$ cat src/rtl/gost_ctr_gamma.sv
// gost_ctr_gamma: GOST 28147-89 counter-mode (gamma) sequencer driving an external cipher core.
module gost_ctr_gamma #(
   parameter int CORE_LAT = 33
) (
   input  logic        clk,
   input  logic        rst_n,
   input  logic        init,
   input  logic [63:0] iv,
   input  logic        in_valid,
   output logic        in_ready,
   input  logic [63:0] in_data,
   output logic        out_valid,
   input  logic        out_ready,
   output logic [63:0] out_data,
   output logic        core_load,
   output logic        core_mode,
   output logic [63:0] core_pdata,
   input  logic        core_done,
   input  logic [63:0] core_cdata,
   output logic        busy,
   output logic        err
);
   localparam logic [5:0] LAT = 6'(CORE_LAT);
   typedef enum logic [2:0] {IDLE, LOAD_IV, WAIT_IV, READY, LOAD, WAIT, OUT} state_t;
   state_t      state;
   logic [31:0] s_lo, s_hi, lo_n, hi_n;
   logic [63:0] hold;
   logic [5:0]  cnt;
   logic        synced;
   logic [32:0] t;
   // N4 uses addition mod 2^32-1 with end-around carry; 0xFFFFFFFF is kept as-is
   assign t = {1'b0, s_hi} + 33'h0_01010104;
   assign hi_n = t[31:0] + {31'b0, t[32]};
   assign lo_n = s_lo + 32'h01010101;
   assign core_mode = 1'b0;
   always_ff @(posedge clk or negedge rst_n)
      if (!rst_n) begin
         state <= IDLE;
         s_lo <= '0;
         s_hi <= '0;
         hold <= '0;
         cnt <= '0;
         synced <= 1'b0;
         in_ready <= 1'b0;
         out_valid <= 1'b0;
         out_data <= '0;
         core_load <= 1'b0;
         core_pdata <= '0;
         busy <= 1'b0;
         err <= 1'b0;
      end else if (init) begin
         state <= LOAD_IV;
         core_load <= 1'b1;
         core_pdata <= iv;
         synced <= 1'b0;
         in_ready <= 1'b0;
         out_valid <= 1'b0;
         err <= 1'b0;
         busy <= 1'b1;
      end else
         case (state)
            LOAD_IV, LOAD: begin
               core_load <= 1'b0;
               cnt <= 6'd1;
               state <= state == LOAD_IV ? WAIT_IV : WAIT;
            end
            WAIT_IV: if (cnt == LAT) begin
               busy <= 1'b0;
               if (core_done) begin
                  {s_hi, s_lo} <= core_cdata;
                  synced <= 1'b1;
                  in_ready <= 1'b1;
                  state <= READY;
               end else begin
                  err <= 1'b1;
                  state <= IDLE;
               end
            end else
               cnt <= cnt + 6'd1;
            READY: if (in_valid && synced) begin
               hold <= in_data;
               s_lo <= lo_n;
               s_hi <= hi_n;
               core_load <= 1'b1;
               core_pdata <= {hi_n, lo_n};
               in_ready <= 1'b0;
               busy <= 1'b1;
               state <= LOAD;
            end
            WAIT: if (cnt == LAT) begin
               if (core_done) begin
                  out_data <= hold ^ core_cdata;
                  out_valid <= 1'b1;
                  state <= OUT;
               end else begin
                  err <= 1'b1;
                  busy <= 1'b0;
                  state <= IDLE;
               end
            end else
               cnt <= cnt + 6'd1;
            OUT: if (out_ready) begin
               out_valid <= 1'b0;
               in_ready <= 1'b1;
               busy <= 1'b0;
               state <= READY;
            end
            default: state <= IDLE;
         endcase
endmodule

$ cat config.mk
export PLATFORM = sky130hd
export DESIGN_NAME = gost_ctr_gamma
export DESIGN_NICKNAME = d
export VERILOG_FILES = /design/src/rtl/gost_ctr_gamma.sv
export SDC_FILE = /design/constraint.sdc
export NUM_CORES = 1
export LEC_CHECK = 0
export CAP_MARGIN = 25
export CORE_MARGIN = 4
export CORE_UTILIZATION = 30
export DETAILED_ROUTE_END_ITERATION = 7
export SYNTH_ARGS = -nofsm -noshare
export SYNTH_HDL_FRONTEND = slang
export SYNTH_SLANG_ARGS = --single-unit
$ cat constraint.sdc
create_clock -name clk -period 5.77 [get_ports clk]
set_clock_uncertainty 0.1 [all_clocks]
set_input_delay 1.731 -clock clk [delete_from_list [all_inputs] [get_ports clk]]
set_output_delay 1.731 -clock clk [all_outputs]
set_load 0.02 [all_outputs]
After elaboration in Yosys (flattened, before gate mapping)
Index checks and enable logic that the tools add are counted.

Add/subtract/negate cells: 4. Reduce and logical (&&, ||, !) cells: 27. Muxes and demuxes: 45. Equal/unequal tests: 19. Bitwise operators: 2.

Operator list (count): 32-bit 2-to-1 mux (6); 64-bit 2-to-1 mux (3); 32-bit one-hot mux with 2 select lines (2); 64-bit bitwise XOR (1); 32-bit by 25-bit adder with 33-bit output (second input constant) (1); 32-bit by 1-bit adder with 32-bit output (1); 32-bit by 25-bit adder with 32-bit output (second input constant) (1); 3-bit 2-to-1 mux (7); 3-bit != test (second input constant) (7); 1-bit 2-to-1 mux (19); 2-bit nonzero test (8); 3-bit one-hot mux with 5 select lines (1); 6-bit one-hot mux with 2 select lines (1); 3-bit AND reduction (4); 4-bit AND reduction (3); 2-bit != test (second input constant) (5); 5-bit AND reduction (2); 3-bit == test (second input constant) (3); 6-bit by 1-bit adder with 6-bit output (second input constant) (1); 3-bit by 2-bit == test with 1-bit output (second input constant) (2); 6-bit == test (second input constant) (1); 6-bit 2-to-1 mux (1); 6-bit AND reduction (1); 3-bit nonzero test (2); other kinds (11) (14).

Register bits after elaboration: 271. Output and inout port bits: 134.

Logic depth before layout (Yosys ltp)
Gate-level depths: netlist of run 1.

Depth after elaboration: 5. Mapped depth: 16. Gate-level depth less buffers: 14.

Least setup slack after synthesis of run 1
No wires, ideal clock.

Path kind: flip-flop to flip-flop. From: register s_hi[2]. To: register core_pdata[60]. Clock period less this slack: 3.806 ns. Slack: 1.964 ns. Cell stages (with the launch flop): 15. Path buffers: 1. Data required time: 5.533 ns. Arrival: 3.569 ns. Path through: dfrtp_1 > ha_1 > buf_2 > a21o_1 > a31oi_1 > nor2_1 > and4_1 > ha_1 > ha_1 > o2111ai_1 > a211o_1 > nand4bb_4 > or4b_1 > a221oi_1 > a21oi_1.

Word-level cells in the longest chain between the ends: 5.

RTL lines: from (decl) (line 26) `logic [31:0] s_lo, s_hi, lo_n, hi_n;`; from (signal assigned) (line 70) `{s_hi, s_lo} <= core_cdata;`; from (signal assigned) (line 83) `s_hi <= hi_n;`; 32-bit by 25-bit adder with 33-bit output (line 32) `assign t = {1'b0, s_hi} + 33'h0_01010104;`; 32-bit by 1-bit adder with 32-bit output (line 33) `assign hi_n = t[31:0] + {31'b0, t[32]};`; 64-bit 2-to-1 mux (line 80) `READY: if (in_valid && synced) begin`; 64-bit 2-to-1 mux (line 61) `case (state)`; 64-bit 2-to-1 mux (line 51) `end else if (init) begin`; to (signal assigned) (line 54) `core_pdata <= iv;`; to (signal assigned) (line 85) `core_pdata <= {hi_n, lo_n};`; to (decl) (line 17) `output logic [63:0] core_pdata,`.

Every way passes these cells. The select of a mux whose other input is x is not followed. A chain may end at the register's enable or synchronous reset.

Final worst setup path of run 1
Same ends and word-level chain as after synthesis.

==> results.cfg, run 1 <==
[route]
drc_errors = 0
wl_um = 51230
dr.pass1.iters = 5
ant_nets = 0
avgViaCountPerCell = 5.119
num_vias = 13390
wl_per_cell_um = 19.58
first_iter_violations = 960

[timing]
final_max_slew_viol_count = 0
hold_viol_final = 0
fmax_mhz = 199.7
rsz0062_at_grt = false
holdWs_ps = 392.4
period_minus_slack_ps = 5007
fin_setup_tns_ps = 0
finalSetupViolCount = 0
tightest_slew_ps = 982.8
period_share = 0.8678
timing.slew.headroom = 0.3448

[synth]
syn-cell-area_um2 = 14460
yosys.cell_types.count = 75
synth-seq-area-share = 0.4689
synth_area_leaders = dfrtp_1 47%, nand2_1 9.0%, xnor2_1 6.6%
synth-edff-count = 0
syn-mean-instance-area_um2 = 8.473
yosysWarnings = 0
synth_top_area_share = 0.4689
syn_nets = 1913
synth_cells = 1707
yosys.area.top_type = dfrtp_1
synthFlopType = dfrtp_1
async_reset_ff_frac = 1.000
ys_ff_latch = 271

[worst_setup_path]
cp-start-kind = register
crit_required_ps = 6060
crit_type = register to register
crit_arrival_ps = 5300
critPathMaxFanout = 16
rrSetupSlack_ps = 760
cp-end-kind = register

[clocking]
clk_latency_ps = 550
cts_root_buf = clkbuf_16
clk_pin_slew_ps = 60
ctsHoldBuffers = 0
htreeDepth = 2
numCtsBuffers = 34
cts_tree = built
clk_path_buf_depth = 3
clock_sinks = 271
cts_resized = 0
cts_setup_buffers = 0

[global_routing]
grt_overflow = 0
grt_max_degree = 129
grt_pass1_wl_um = 77800
grt_usage = 0.1923
antenna_found_initial = 6
grt_pass1_vias = 13300

[floorplan]
row_count = 80
core_area_um2 = 47750
io_pins = 332
initial_core_util = 0.3029
die_x_um = 227.6
die-area_um2 = 51790
fp.dieH_um = 227.6

[final_layout]
final_common_cell = nand2_1
syn_to_final_growth_pct = 34.48
fin_nets = 2181
final_util = 0.4074
layout_common_cells = 344 x nand2_1, 328 x clkdlybuf4s50_1, 271 x dfrtp_1
drive_gt1_frac = 0.04852

[place]
gp_congestion = 0.8783
dpl.hpwl_um = 36850
io_buffers = 330

[power_and_ir_drop]
vdd_drop_max_uv = 131.7
p_per_area_nw_per_um2 = 259.5
p_leak_nw = 8.123

[job]
drv_cap = 0

[hold_path]
hold_class = register to register

[status]
status = finished, final reports clean
-- registers in the layout, indices dropped and copies added (netlist names), 3 cells and up --
register	count
s_hi	32
out_data	64
s_lo	32
hold	64
cnt	6
state	3
core_pdata	64
-- through the flow --
step / total power, mW / instances / area, um^2 / setup WS, ps
floorplan: 2.439 / 1707 / 14460 / 1964
global placement: 2.851 / 2552 / 18260 / 1097
detailed placement: 2.871 / 2553 / 18280 / 859.8
CTS: 5.123 / 2613 / 19440 / 830.2
global route: 5.270 / 2616 / 19450 / 446.6
finish: 5.047 / 2616 / 19450 / 762.9
-- report_power, final --
part           total [mW]  internal (mW)  switching (mW)
registers            2.04           1.97          0.0740
clock network        2.21           1.35           0.869
logic               0.793          0.347           0.446
-- path summary, 6_finish.rpt --
check	startpoint	cells past startpoint	endpoint
max	s_hi[2]	13	core_pdata[60]
min	hold[55]	2	hold[55]
max reg2reg	s_hi[2]	13	core_pdata[60]
min reg2reg	hold[55]	2	hold[55]
max in group asynchronous	rst_n	2	s_lo[28]
min in group asynchronous	rst_n	1	core_pdata[37]
-- cell type report --
cell class | count | area, um^2
Antenna cell | 2 | 5.005
Clock buffer | 49 | 998.5
Clock inverter | 11 | 155.1
Fill cell | 4802 | 28300
Inverter | 13 | 48.80
Multi-Input combinational cell | 1308 | 7208
Sequential cell | 271 | 6782
Tap cell | 615 | 769.5
Timing Repair Buffer | 347 | 3483
-- cells by family (layout without fill, tap and decap cells) --
family | after synthesis | in the layout | share of synthesized area
adders and majority gates | 8 | 8 | 0.006921
AOI/OAI and AO/OA | 412 | 412 | 0.1642
xor gates and xnor gates | 134 | 134 | 0.08115
muxes | 27 | 27 | 0.01877
and+or+nand+nor | 726 | 726 | 0.2236
DFF | 271 | 271 | 0.4689
other | 1 | 3 | 0.0002593
buffers and inverters | 128 | 420 | 0.03616
-- layer usage --
| layer | up-vias | share of wire | global-route usage |
|---|---|---|---|
| met3 | 77 | 0.074 | 0.04887 |
| met2 | 433 | 0.46 | 0.3020 |
| met5 | - | 0.00084 | 0 |
| met1 | 6486 | 0.44 | 0.2650 |
| met4 | 6 | 0.023 | 0.05368 |
| li1 | 6389 | - | - |
-- critical path, cell delays in order (launching register included) --
cell	delay [ps]
dfrtp_1	620
ha_1	610
a21o_1	220
a31oi_1	170
nor2_1	330
and4_1	380
ha_1	220
ha_1	260
o2111ai_1	220
a211o_1	410
nand4bb_4	320
or4b_1	510
a221oi_1	350
a21oi_1	120
-- Yosys cell counts (all sizes together), types with 4 or more instances --
library cell / number
nand2: 346
a211o: 6
a211oi: 11
mux2i: 26
nor4: 8
ha: 8
o22ai: 11
dfrtp: 271
nand3: 48
o21a: 6
or4: 4
o21bai: 5
o21ai: 119
and2: 9
nand4: 17
nor3: 32
nor2: 189
a22oi: 7
xor2: 25
nor3b: 16
o211ai: 11
inv: 13
a31oi: 20
clkbuf: 96
a21oi: 177
buf: 19
nand2b: 8
nor2b: 7
and3: 15
and4: 5
a21o: 7
xnor2: 109
o31ai: 5
Note: power is estimated with default switching activity, not from simulation.
==> run 2, diff against run 1 <==
Settings changed: CELL_PAD_IN_SITES_DETAIL_PLACEMENT set to 1, CELL_PAD_IN_SITES_GLOBAL_PLACEMENT set to 1, GPL_ROUTABILITY_DRIVEN set to 0, PLACE_DENSITY_LB_ADDON set to 0.1.
==> run 2 against run 1 <==
Compared with the run above: design area increased by 0.24%; worst setup slack better by 92 ps; non-clock buffer count is 3 higher; highest routed layer unchanged; largest cell class unchanged; routed wire length grew 7.0%; die area unchanged; sequential power hardly changed; critical endpoint unchanged.
==> results.cfg, run 2 (synthesis results as in run 1) <==
[global_routing]
grt_pass1_vias = 14180
antenna_found_initial = 4
grt_max_degree = 116
grt_usage = 0.2107
grt_overflow = 0
grt_pass1_wl_um = 85120

[floorplan]
initial_core_util = 0.3029
core_area_um2 = 47750
fp.dieH_um = 227.6
die_x_um = 227.6
die-area_um2 = 51790
io_pins = 332
row_count = 80

[timing]
rsz0062_at_grt = false
timing.slew.headroom = 0.3132
period_share = 0.8519
final_max_slew_viol_count = 0
fmax_mhz = 203.4
tightest_slew_ps = 1030
hold_viol_final = 0
fin_setup_tns_ps = 0
period_minus_slack_ps = 4915
finalSetupViolCount = 0

[clocking]
numCtsBuffers = 36
htreeDepth = 2
ctsHoldBuffers = 0
cts_tree = built
clk_path_buf_depth = 3
clk_latency_ps = 540
clock_sinks = 271
cts_resized = 0
clk_pin_slew_ps = 60
cts_setup_buffers = 0
cts_root_buf = clkbuf_16

[route]
num_vias = 13360
dr.max_layer_used = met5
drc_errors = 0
ant_nets = 0
avgViaCountPerCell = 5.099
wl_met3_um = 2861
wl_um = 54840
wl_met1_um = 24240
first_iter_violations = 692
wl_met2_um = 26260
wl_per_cell_um = 20.94
dr.pass1.iters = 5

[final_layout]
largest_registers = core_pdata (64), hold (64), out_data (64)
syn_to_final_growth_pct = 34.81
layout_common_cells = 344 x nand2_1, 328 x clkdlybuf4s50_1, 271 x dfrtp_1
fin_nets = 2186
final_util = 0.4084
diodes = 0
drive_gt1_frac = 0.05140
final_common_cell = nand2_1

[worst_setup_path]
crit_required_ps = 6090
cp-start-kind = register
crit_type = register to register
critPathMaxFanout = 16
cp-end-kind = register
crit_arrival_ps = 5240

[power_and_ir_drop]
vdd_drop_max_uv = 251.2
p_per_area_nw_per_um2 = 264.3
p_leak_nw = 8.160

[place]
dpl.hpwl_um = 39130
io_buffers = 330

[job]
drv_cap = 0

[status]
status = finished, final reports clean

[hold_path]
hold_class = register to register
-- run 2: power by group --
part	internal (mW)	switching [mW]	leakage [nW]
clock	1.42	0.897	0.599
combinational	0.341	0.449	3.94
sequential	1.97	0.0759	3.62
-- run 2: cell type report --
| cell class | instances | area [um^2] |
|---|---|---|
| clock buffers | 52 | 1072 |
| fillers | 5567 | 28250 |
| inverters | 13 | 48.80 |
| well taps | 615 | 769.5 |
| multi-input cells | 1308 | 7208 |
| clock inverters | 10 | 136.4 |
| repair buffers | 350 | 3481 |
| flip-flops and latches | 271 | 6782 |
-- run 2: worst max-delay path, cell delays in order (launching register included) --
cell and delay [ps]:
dfrtp_1 630, ha_1 610, a21o_1 220, a31oi_1 170, nor2_1 320, and4_1 330
ha_1 200, ha_1 270, o2111ai_1 250, a211o_1 430, nand4bb_4 330, or4b_1 510
a221oi_1 300, a21oi_1 110
-- run 2: final timing paths --
kind                            cells past startpoint      from  slack (ps)             end
max in group asynchronous                           2     rst_n        3420        s_hi[27]
worst min register to register                      2  hold[15]         390        hold[15]
worst max register to register                     13   s_hi[2]         850  core_pdata[60]
min in group asynchronous                           1     rst_n        1040  core_pdata[39]
worst max-delay path                               13   s_hi[2]         850  core_pdata[60]
worst min-delay path                                2  hold[15]         390        hold[15]
-- run 2: through the flow --
stage	instance area [um^2]	std cells	hold WS [ps]	total power [mW]	setup WS [ps]
2_1_floorplan	14460	1707	366.5	2.439	1964
3_3_place_gp	18280	2556	379.4	2.869	1071
3_5_place_dp	18280	2556	384.4	2.882	875.9
4_1_cts	19490	2618	398.4	5.262	834.1
5_1_grt	19500	2619	415.3	5.411	462.6
6_report	19500	2619	391.5	5.152	854.8
-- run 2: routing by layer --
layer | vias to the layer above | track usage
met5 | - | 0
met4 | 4 | 0.06032
met3 | 79 | 0.04655
met2 | 268 | 0.3476
met1 | 6622 | 0.2796
li1 | 6382 | -
==> run 3, diff against run 2 <==
Settings changed: CORE_UTILIZATION 30 to 41.
==> run 3 against run 2 <==
Compared with the run above: worst hold slack improved by 3.6 ps; critical path depth stayed put; design area fell by 1.7%; combinational power about the same; routed wire length down 6.8%; first-iteration DRC count up 5.5%; cell count down 6.3%; register-to-register slack barely moved; non-clock buffer count shrank 4; largest cell class unchanged.
==> results.cfg, run 3 (synthesis results as in run 1) <==
[hold_path]
hold_class = register to register

[worst_setup_path]
cp-end-kind = register
crit_family = simple AND/OR/NAND/NOR gates
max_stage_delay_ps = 580
crit_top_cell = ha_1
critPathMaxFanout = 13
path_depth = 13
r2r-start = s_hi[9]
crit_arrival_ps = 5150
rr_endpoint = core_pdata[60]
ff2ff_path_depth = 13
cp-endpoint = core_pdata[60]
cp_cell_sequence = nand3_1 > o21ai_0 > a31oi_1 > nor2_1 > and4_1 > ha_1 > ha_1 > o2111ai_1 > a211o_1 > nand4bb_4 > or4b_1 > a221oi_1 > a21oi_1
startpoint = s_hi[9]
cp-start-kind = register
rrSetupSlack_ps = 870
crit_required_ps = 6020
slowest_stage = dfrtp_1
crit_type = register to register
critPathBufInv = 0

[timing]
rsz0062_at_grt = false
hold_viol_final = 0
tightest_slew_ps = 1059
fin_setup_tns_ps = 0
setup_ws_ps = 869.2
finalSetupViolCount = 0
final_max_slew_viol_count = 0
period_minus_slack_ps = 4901
fmax_mhz = 204.0
timing.slew.headroom = 0.2940
holdWs_ps = 395.1
period_share = 0.8494

[floorplan]
die_x_um = 195.8
row_count = 68
initial_core_util = 0.4177
die-area_um2 = 38340
io_pins = 332
fp.dieH_um = 195.8
core_area_um2 = 34630

[status]
status = finished, final reports clean

[final_layout]
final_common_cell = nand2_1
final_util = 0.5536
drive_gt1_frac = 0.04707
fin_nets = 2180
fillers = 4035
layout_common_cells = 344 x nand2_1, 328 x clkdlybuf4s50_1, 271 x dfrtp_1
syn_to_final_growth_pct = 32.55
largest_registers = core_pdata (64), hold (64), out_data (64)

[global_routing]
grt_usage = 0.2614
grt_pass1_wl_um = 81320
grt_max_degree = 99
grt_overflow = 0
antenna_found_initial = 4
grt_pass1_vias = 14240

[clocking]
ctsHoldBuffers = 0
cts_setup_buffers = 0
clk_latency_ps = 530
clk_path_buf_depth = 3
numCtsBuffers = 34
clk_pin_slew_ps = 60
cts_tree = built
cts_root_buf = clkbuf_16
htreeDepth = 2
cts_resized = 0
clock_sinks = 271

[power_and_ir_drop]
clkPwrFrac = 0.430
seqPwrFrac = 0.411
p_per_area_nw_per_um2 = 259.2
p_int_mw = 3.595
combPwrFrac = 0.159
design_power_total_mw = 4.969
p_switching_mw = 1.374
switching_share = 0.2765
vdd_drop_max_uv = 250.3
p_leak_nw = 8.085

[place]
place_ws_ps = 930.8
io_buffers = 330
dpl.hpwl_um = 36780

[route]
num_vias = 13580
wl_um = 51090
drc_errors = 0
dr.pass1.iters = 5
ant_nets = 0
avgViaCountPerCell = 5.530
wl_per_cell_um = 20.81
first_iter_violations = 730

[job]
drv_cap = 0
## run 3: cell types whose count changed in the layout (fill, tap and decap cells not counted), sizes merged
cell    previous run  this run
clkbuf            52        47
buf               22        18
diode              0         3
clkinv             5         7
## run 3: routing by layer
metal	vias up	routed length [um]	global-route usage
li1	6367	-	-
met1	6811	22010	0.3448
met2	337	25020	0.4450
met3	62	2905	0.05083
met4	0	1156	0.06568
met5	-	0	0
## run 3: area by class of cell
type / count / area, um^2 / share of cell area
sequential: 271 / 6782 / 0.3538
clock buffer: 47 / 949.7 / 0.04954
inverter: 13 / 48.80 / 0.002546
timing repair buffer: 346 / 3451 / 0.1800
clock inverter: 12 / 153.9 / 0.008028
antenna: 3 / 7.507 / 0.0003916
multi-input combinational: 1308 / 7208 / 0.3760
tap: 455 / 569.3 / 0.02970
## run 3: how the worst min path moves through the flow
stage | cells past startpoint | slack [ps] | from | end
after global routing | 2 | 410 | hold[2] | hold[2]
after CTS | 2 | 400 | hold[36] | hold[36]
after detailed placement | 2 | 380 | hold[22] | hold[22]
after floorplan | 2 | 370 | hold[0] | hold[0]
final | 2 | 400 | hold[36] | hold[36]
after global placement | 2 | 380 | hold[63] | hold[63]
## run 3: metrics by stage
stage	area [um^2]	instances
2_1_floorplan	14460	1707
3_3_place_gp	18060	2393
3_5_place_dp	18060	2393
4_1_cts	19160	2452
5_1_grt	19170	2455
6_report	19170	2455
## run 3: tightest hold or removal path, stage by stage (launching register included)
cell,delay [ps]
dfrtp_1,360
nand2_1,50
nand2_1,50
## run 3: power groups by stage
stage	logic [mW]	registers (mW)	clock network, mW
6_report	0.790	2.04	2.14
5_1_grt	0.860	2.05	2.26
4_1_cts	0.799	2.04	2.18
3_5_place_dp	0.795	2.07	0
3_3_place_gp	0.774	2.07	0
2_1_floorplan	0.343	2.10	0
